`src/rtl/mem_load_unit.sv`:
```
// Load unit: accepts one RISC-V load, issues word-aligned reads to a variable-latency
// memory port (two reads for word-straddling accesses when enabled), returns the extended result.
module mem_load_unit #(
    parameter int unsigned XLEN           = 32,
    parameter int unsigned MISALIGN_SPLIT = 1,
    parameter int unsigned ADDR_W         = 32
) (
    input  logic              clk,
    input  logic              rst,
    input  logic              req_valid,
    output logic              req_ready,
    input  logic [ADDR_W-1:0] req_addr,
    input  logic [2:0]        req_funct3,
    output logic              resp_valid,
    input  logic              resp_ready,
    output logic [XLEN-1:0]   resp_data,
    output logic              resp_err,
    output logic              mem_req_valid,
    input  logic              mem_req_ready,
    output logic [ADDR_W-1:0] mem_req_addr,
    input  logic              mem_rvalid,
    input  logic [XLEN-1:0]   mem_rdata,
    output logic              busy
);
    localparam int unsigned BYTES = XLEN / 8;
    localparam int unsigned OFF_W = $clog2(BYTES);

    typedef enum logic [2:0] {
        S_IDLE, S_REQ0, S_WAIT0, S_REQ1, S_WAIT1, S_RESP
    } state_t;

    state_t            state_q, state_d;
    logic [ADDR_W-1:0] addr_q;
    logic [2:0]        funct3_q;
    logic [XLEN-1:0]   word0_q, word1_q;

    logic              legal_q;
    logic [3:0]        size;
    logic [OFF_W-1:0]  off_raw, off_eff;
    logic [4:0]        span;
    logic              split_need;
    logic [ADDR_W-1:0] addr_base, addr_next;
    logic [XLEN-1:0]   raw, mask, fill, ext;
    logic [6:0]        nbits;
    logic              sign_bit;

    // LD and LWU exist only on 64-bit datapaths
    function automatic logic f3_legal(input logic [2:0] f3);
        case (f3)
            3'b000, 3'b001, 3'b010, 3'b100, 3'b101: return 1'b1;
            3'b011, 3'b110:                         return XLEN == 64;
            default:                                return 1'b0;
        endcase
    endfunction

    assign legal_q    = f3_legal(funct3_q);
    assign size       = 4'd1 << funct3_q[1:0];
    assign off_raw    = addr_q[OFF_W-1:0];
    assign off_eff    = (MISALIGN_SPLIT != 0) ? off_raw : (off_raw & ~OFF_W'(size - 4'd1));
    assign span       = 5'(off_raw) + 5'(size);
    assign split_need = (MISALIGN_SPLIT != 0) && (span > 5'(BYTES));
    assign addr_base  = {addr_q[ADDR_W-1:OFF_W], {OFF_W{1'b0}}};
    assign addr_next  = addr_base + ADDR_W'(BYTES);

    // Extract size bytes at the offset, then fill above the access with the sign or zeros
    assign raw      = XLEN'({word1_q, word0_q} >> {off_eff, 3'b000});
    assign nbits    = {size, 3'b000};
    assign mask     = (XLEN'(1) << nbits) - XLEN'(1);
    assign sign_bit = |(raw & (mask ^ (mask >> 1)));
    assign fill     = (!funct3_q[2] && sign_bit) ? ~mask : '0;
    assign ext      = (raw & mask) | fill;

    always_ff @(posedge clk or posedge rst) begin
        if (rst) begin
            state_q <= S_IDLE;
        end else begin
            state_q <= state_d;
        end
    end

    always_comb begin
        state_d = state_q;
        case (state_q)
            S_IDLE:  if (req_valid) state_d = f3_legal(req_funct3) ? S_REQ0 : S_RESP;
            S_REQ0:  if (mem_req_ready) state_d = S_WAIT0;
            S_WAIT0: if (mem_rvalid) state_d = split_need ? S_REQ1 : S_RESP;
            S_REQ1:  if (mem_req_ready) state_d = S_WAIT1;
            S_WAIT1: if (mem_rvalid) state_d = S_RESP;
            S_RESP:  if (resp_ready) state_d = S_IDLE;
            default: state_d = S_IDLE;
        endcase
    end

    // Request latch and read-word capture; words clear on accept so an unsplit word1 is 0
    always_ff @(posedge clk or posedge rst) begin
        if (rst) begin
            addr_q   <= '0;
            funct3_q <= '0;
            word0_q  <= '0;
            word1_q  <= '0;
        end else begin
            if (state_q == S_IDLE && req_valid) begin
                addr_q   <= req_addr;
                funct3_q <= req_funct3;
                word0_q  <= '0;
                word1_q  <= '0;
            end
            if (state_q == S_WAIT0 && mem_rvalid) word0_q <= mem_rdata;
            if (state_q == S_WAIT1 && mem_rvalid) word1_q <= mem_rdata;
        end
    end

    always_comb begin
        req_ready     = 1'b0;
        busy          = 1'b1;
        mem_req_valid = 1'b0;
        mem_req_addr  = '0;
        resp_valid    = 1'b0;
        resp_err      = 1'b0;
        resp_data     = '0;
        case (state_q)
            S_IDLE: begin
                req_ready = 1'b1;
                busy      = 1'b0;
            end
            S_REQ0: begin
                mem_req_valid = 1'b1;
                mem_req_addr  = addr_base;
            end
            S_REQ1: begin
                mem_req_valid = 1'b1;
                mem_req_addr  = addr_next;
            end
            S_RESP: begin
                resp_valid = 1'b1;
                resp_err   = !legal_q;
                resp_data  = legal_q ? ext : '0;
            end
            default: ;
        endcase
    end
endmodule

```
`config.mk`:
```
export PLATFORM = sky130hd
export DESIGN_NAME = mem_load_unit
export DESIGN_NICKNAME = d
export VERILOG_FILES = /design/src/rtl/mem_load_unit.sv
export SDC_FILE = /design/constraint.sdc
export NUM_CORES = 1
export LEC_CHECK = 0
export CAP_MARGIN = 15
export CELL_PAD_IN_SITES_DETAIL_PLACEMENT = 1
export CELL_PAD_IN_SITES_GLOBAL_PLACEMENT = 1
export CORE_MARGIN = 8
export CORE_UTILIZATION = 38
export DETAILED_ROUTE_END_ITERATION = 7
export PLACE_DENSITY = 0.84
export SKIP_LAST_GASP = 1
export SLEW_MARGIN = 10
export SYNTH_ARGS = -nofsm -noshare
export SYNTH_HDL_FRONTEND = slang
export SYNTH_SLANG_ARGS = --single-unit
```
`constraint.sdc`:
```
create_clock -name clk -period 3.39 [get_ports clk]
set_input_delay 0.678 -clock clk [delete_from_list [all_inputs] [get_ports clk]]
set_output_delay 0.678 -clock clk [all_outputs]
set_load 0.05 [all_outputs]
```
==> out/metrics.yaml <==
grt:
  antenna_found_initial: 0
  grt_pass1_wl_microns: 30820
  globalRouteOverflowTotal: 0
  grtUsageMet3_pct: 3.044
  use_met2_pct: 34.32
  busiest_layer: "met2"
  grt_pass1_vias: 5662
  grt.total_usage_pct: 19.69
  grt_max_degree: 65
  gr-usage-met1_pct: 24.04
worst_setup_path:
  r2r.worst_path.cells: 7
  cp_num_cells: 5
  regToRegSetupSlack_ns: 0.94
  cp.required_ns: 2.71
  path_max_fanout: 17
  critPathCaptureType: "output port"
  cp-start-kind: "flop"
  crit_chain: "mux4_1, a211oi_1, o221a_4, o21ai_0, buf_4"
  slowest_delay_ns: 0.65
  critPathBufInv: 1
  crit_arrival_ns: 2.60
  cp_top_family: "compound AO/OA/AOI/OAI gates"
  critPathKind: "reg2out"
  slowest_stage: "mux4_1"
floorplanning:
  io-pin-count: 142
  die_w_microns: 139.5
  core_area_sq_mm: 0.01503
  initial_core_util_pct: 38.54
  rows: 45
  die_area_sq_mm: 0.01946
  die_y_microns: 139.5
yosys:
  ys_seq_elements: 94
  synth_enable_flop_cells: 0
  async_flop_share_pct: 100.0
  synth_top_area_cell: "dfrtp_1"
  synth_commonest_cells: "nand2_1 (147), dfrtp_1 (94), o21ai_0 (71)"
  synth_cell_types: 53
  synth_top_area_share_pct: 40.60
  synth_area_per_cell_sq_um: 9.514
  synthCells: 609
  ys_seq_area_share_pct: 40.60
  ys_top_cells_by_area: "dfrtp_1 (41%), mux4_2 (10%), nand2_1 (9.5%)"
  synth.most_common_cell: "nand2_1"
  ys.flop_type: "dfrtp_1"
  synthesis.area_sq_mm: 0.005794
  yosysWarnings: 0
route:
  initialDrtViolationCount: 274
  vias: 5151
  wirelength_microns: 18980
  wire_per_inst_microns: 20.54
  drc: 0
  ant_nets: 0
  viasPerCell: 5.575
  first_pass_iters: 4
timing:
  tns_ns: 0
  fin_skew_ns: 0.007780
  finalSetupViolCount: 0
  hold_viol_final: 0
  fmax_mhz: 304.8
  period_share_pct: 96.77
  whs_ns: 0.5222
  maxSlewHeadroom_pct: 50.57
  fin_crit_ns: 3.280
  setup_ws_ns: 0.1097
  worst_slew_pin_slew_ns: 0.7375
  finalMaxSlewViolations: 0
clock_tree:
  cts_root_buf: "clkbuf_16"
  clk_path_buf_depth: 2
  clk_pin_slew_ns: 0.06
  cts_tree: "done"
  post_cts_buffers: 0
  cts_buffers: 9
  clock_sink_count: 94
  htreeDepth: 3
  ctsHoldBuffers: 0
  worst_skew_pair.late_latency_ns: 0.34
finish:
  antennaDiodeCount: 0
  drive_above_1_share_pct: 22.01
  finish.utilization_pct: 50.45
  area_growth_pct: 30.90
  fin_nets: 811
  num-fill-cells: 1683
hold_path:
  min_path_cells: 1
  hold_class: "reg2reg"
run_status:
  run_status: "finished clean"
place:
  gp_congestion: 0.8667
  dp_slack_ns: 0.3363
  hpwl_microns: 14100
  io_buffers: 139
pwr:
  p_leak_uw: 0.003231
  p_total_uw: 7332
  p_per_area_mw_per_mm2: 966.7
  vdd_ir_drop_max_uv: 333.5
job:
  cap_violations: 0
[where the power goes]
part	switching, uW	internal, uW	total, uW
clock	425	560	985
combinational	2430	1660	4090
sequential	638	1620	2250
total	3490	3840	7330
[worst paths after layout]
check,from,endpoint
worst max-delay path,addr_q[0],resp_data[8]
worst min-delay path,addr_q[20],addr_q[20]
worst max register to register,funct3_q[1],state_q[1]
worst min register to register,addr_q[20],addr_q[20]
max in group asynchronous,rst,funct3_q[0]
min in group asynchronous,rst,addr_q[31]
[logic make-up after synthesis]
family / Yosys count / synth area share (%)
buffers and inverters: 52 / 4.297
muxes: 72 / 19.39
DFF: 94 / 40.60
xor gates and xnor gates: 30 / 4.535
AOI/OAI and AO/OA: 107 / 10.80
adders and majority gates: 5 / 1.209
other: 1 / 0.06472
and+or+nand+nor: 248 / 19.11
[area by class of cell]
class / count / area [sq um] / share of cell area [%]
well taps: 188 / 235.2 / 3.101
flip-flops and latches: 94 / 2356 / 31.06
clock buffers: 9 / 225.2 / 2.969
inverters: 10 / 38.79 / 0.5114
clock inverters: 5 / 52.55 / 0.6928
repair buffers: 154 / 1443 / 19.02
multi-input cells: 464 / 3234 / 42.64
[through the flow]
step | cell area [sq um] | instances
6_report | 7585 | 924
2_1_floorplan | 5804 | 610
4_1_cts | 7547 | 924
3_3_place_gp | 7269 | 910
3_5_place_dp | 7269 | 910
5_1_grt | 7585 | 924
[layer usage]
metal / vias to the layer above / wire length [microns]
met5: - / 0
met4: 0 / 467
met3: 32 / 908
met2: 144 / 9811
met1: 2606 / 7795
li1: 2369 / -
[timing repair]
item                                   4_1_cts  5_1_grt
gates cloned                                 0        0
pin swaps                                    0        0
gates resized for setup                      1       13
endpoints found under the hold margin        0        0
setup endpoints to repair                    1       26
[state kept, by name, indices dropped and copies added (netlist names)]
signal,count
word0_q,32
state_q,3
word1_q,24
funct3_q,3
addr_q,32
[layout by cell type (no fill, tap or decap), drive strengths merged, types with 9 or more instances in the layout]
cell type,count
nand2,148
dfrtp,94
clkdlybuf4s50,86
o21ai,73
buf,62
nor2,40
mux2,36
mux4,28
xor2,23
a21oi,18
and3,15
nand3,14
nand4,12
clkbuf,9
Note: power is estimated with default switching activity, not from simulation.
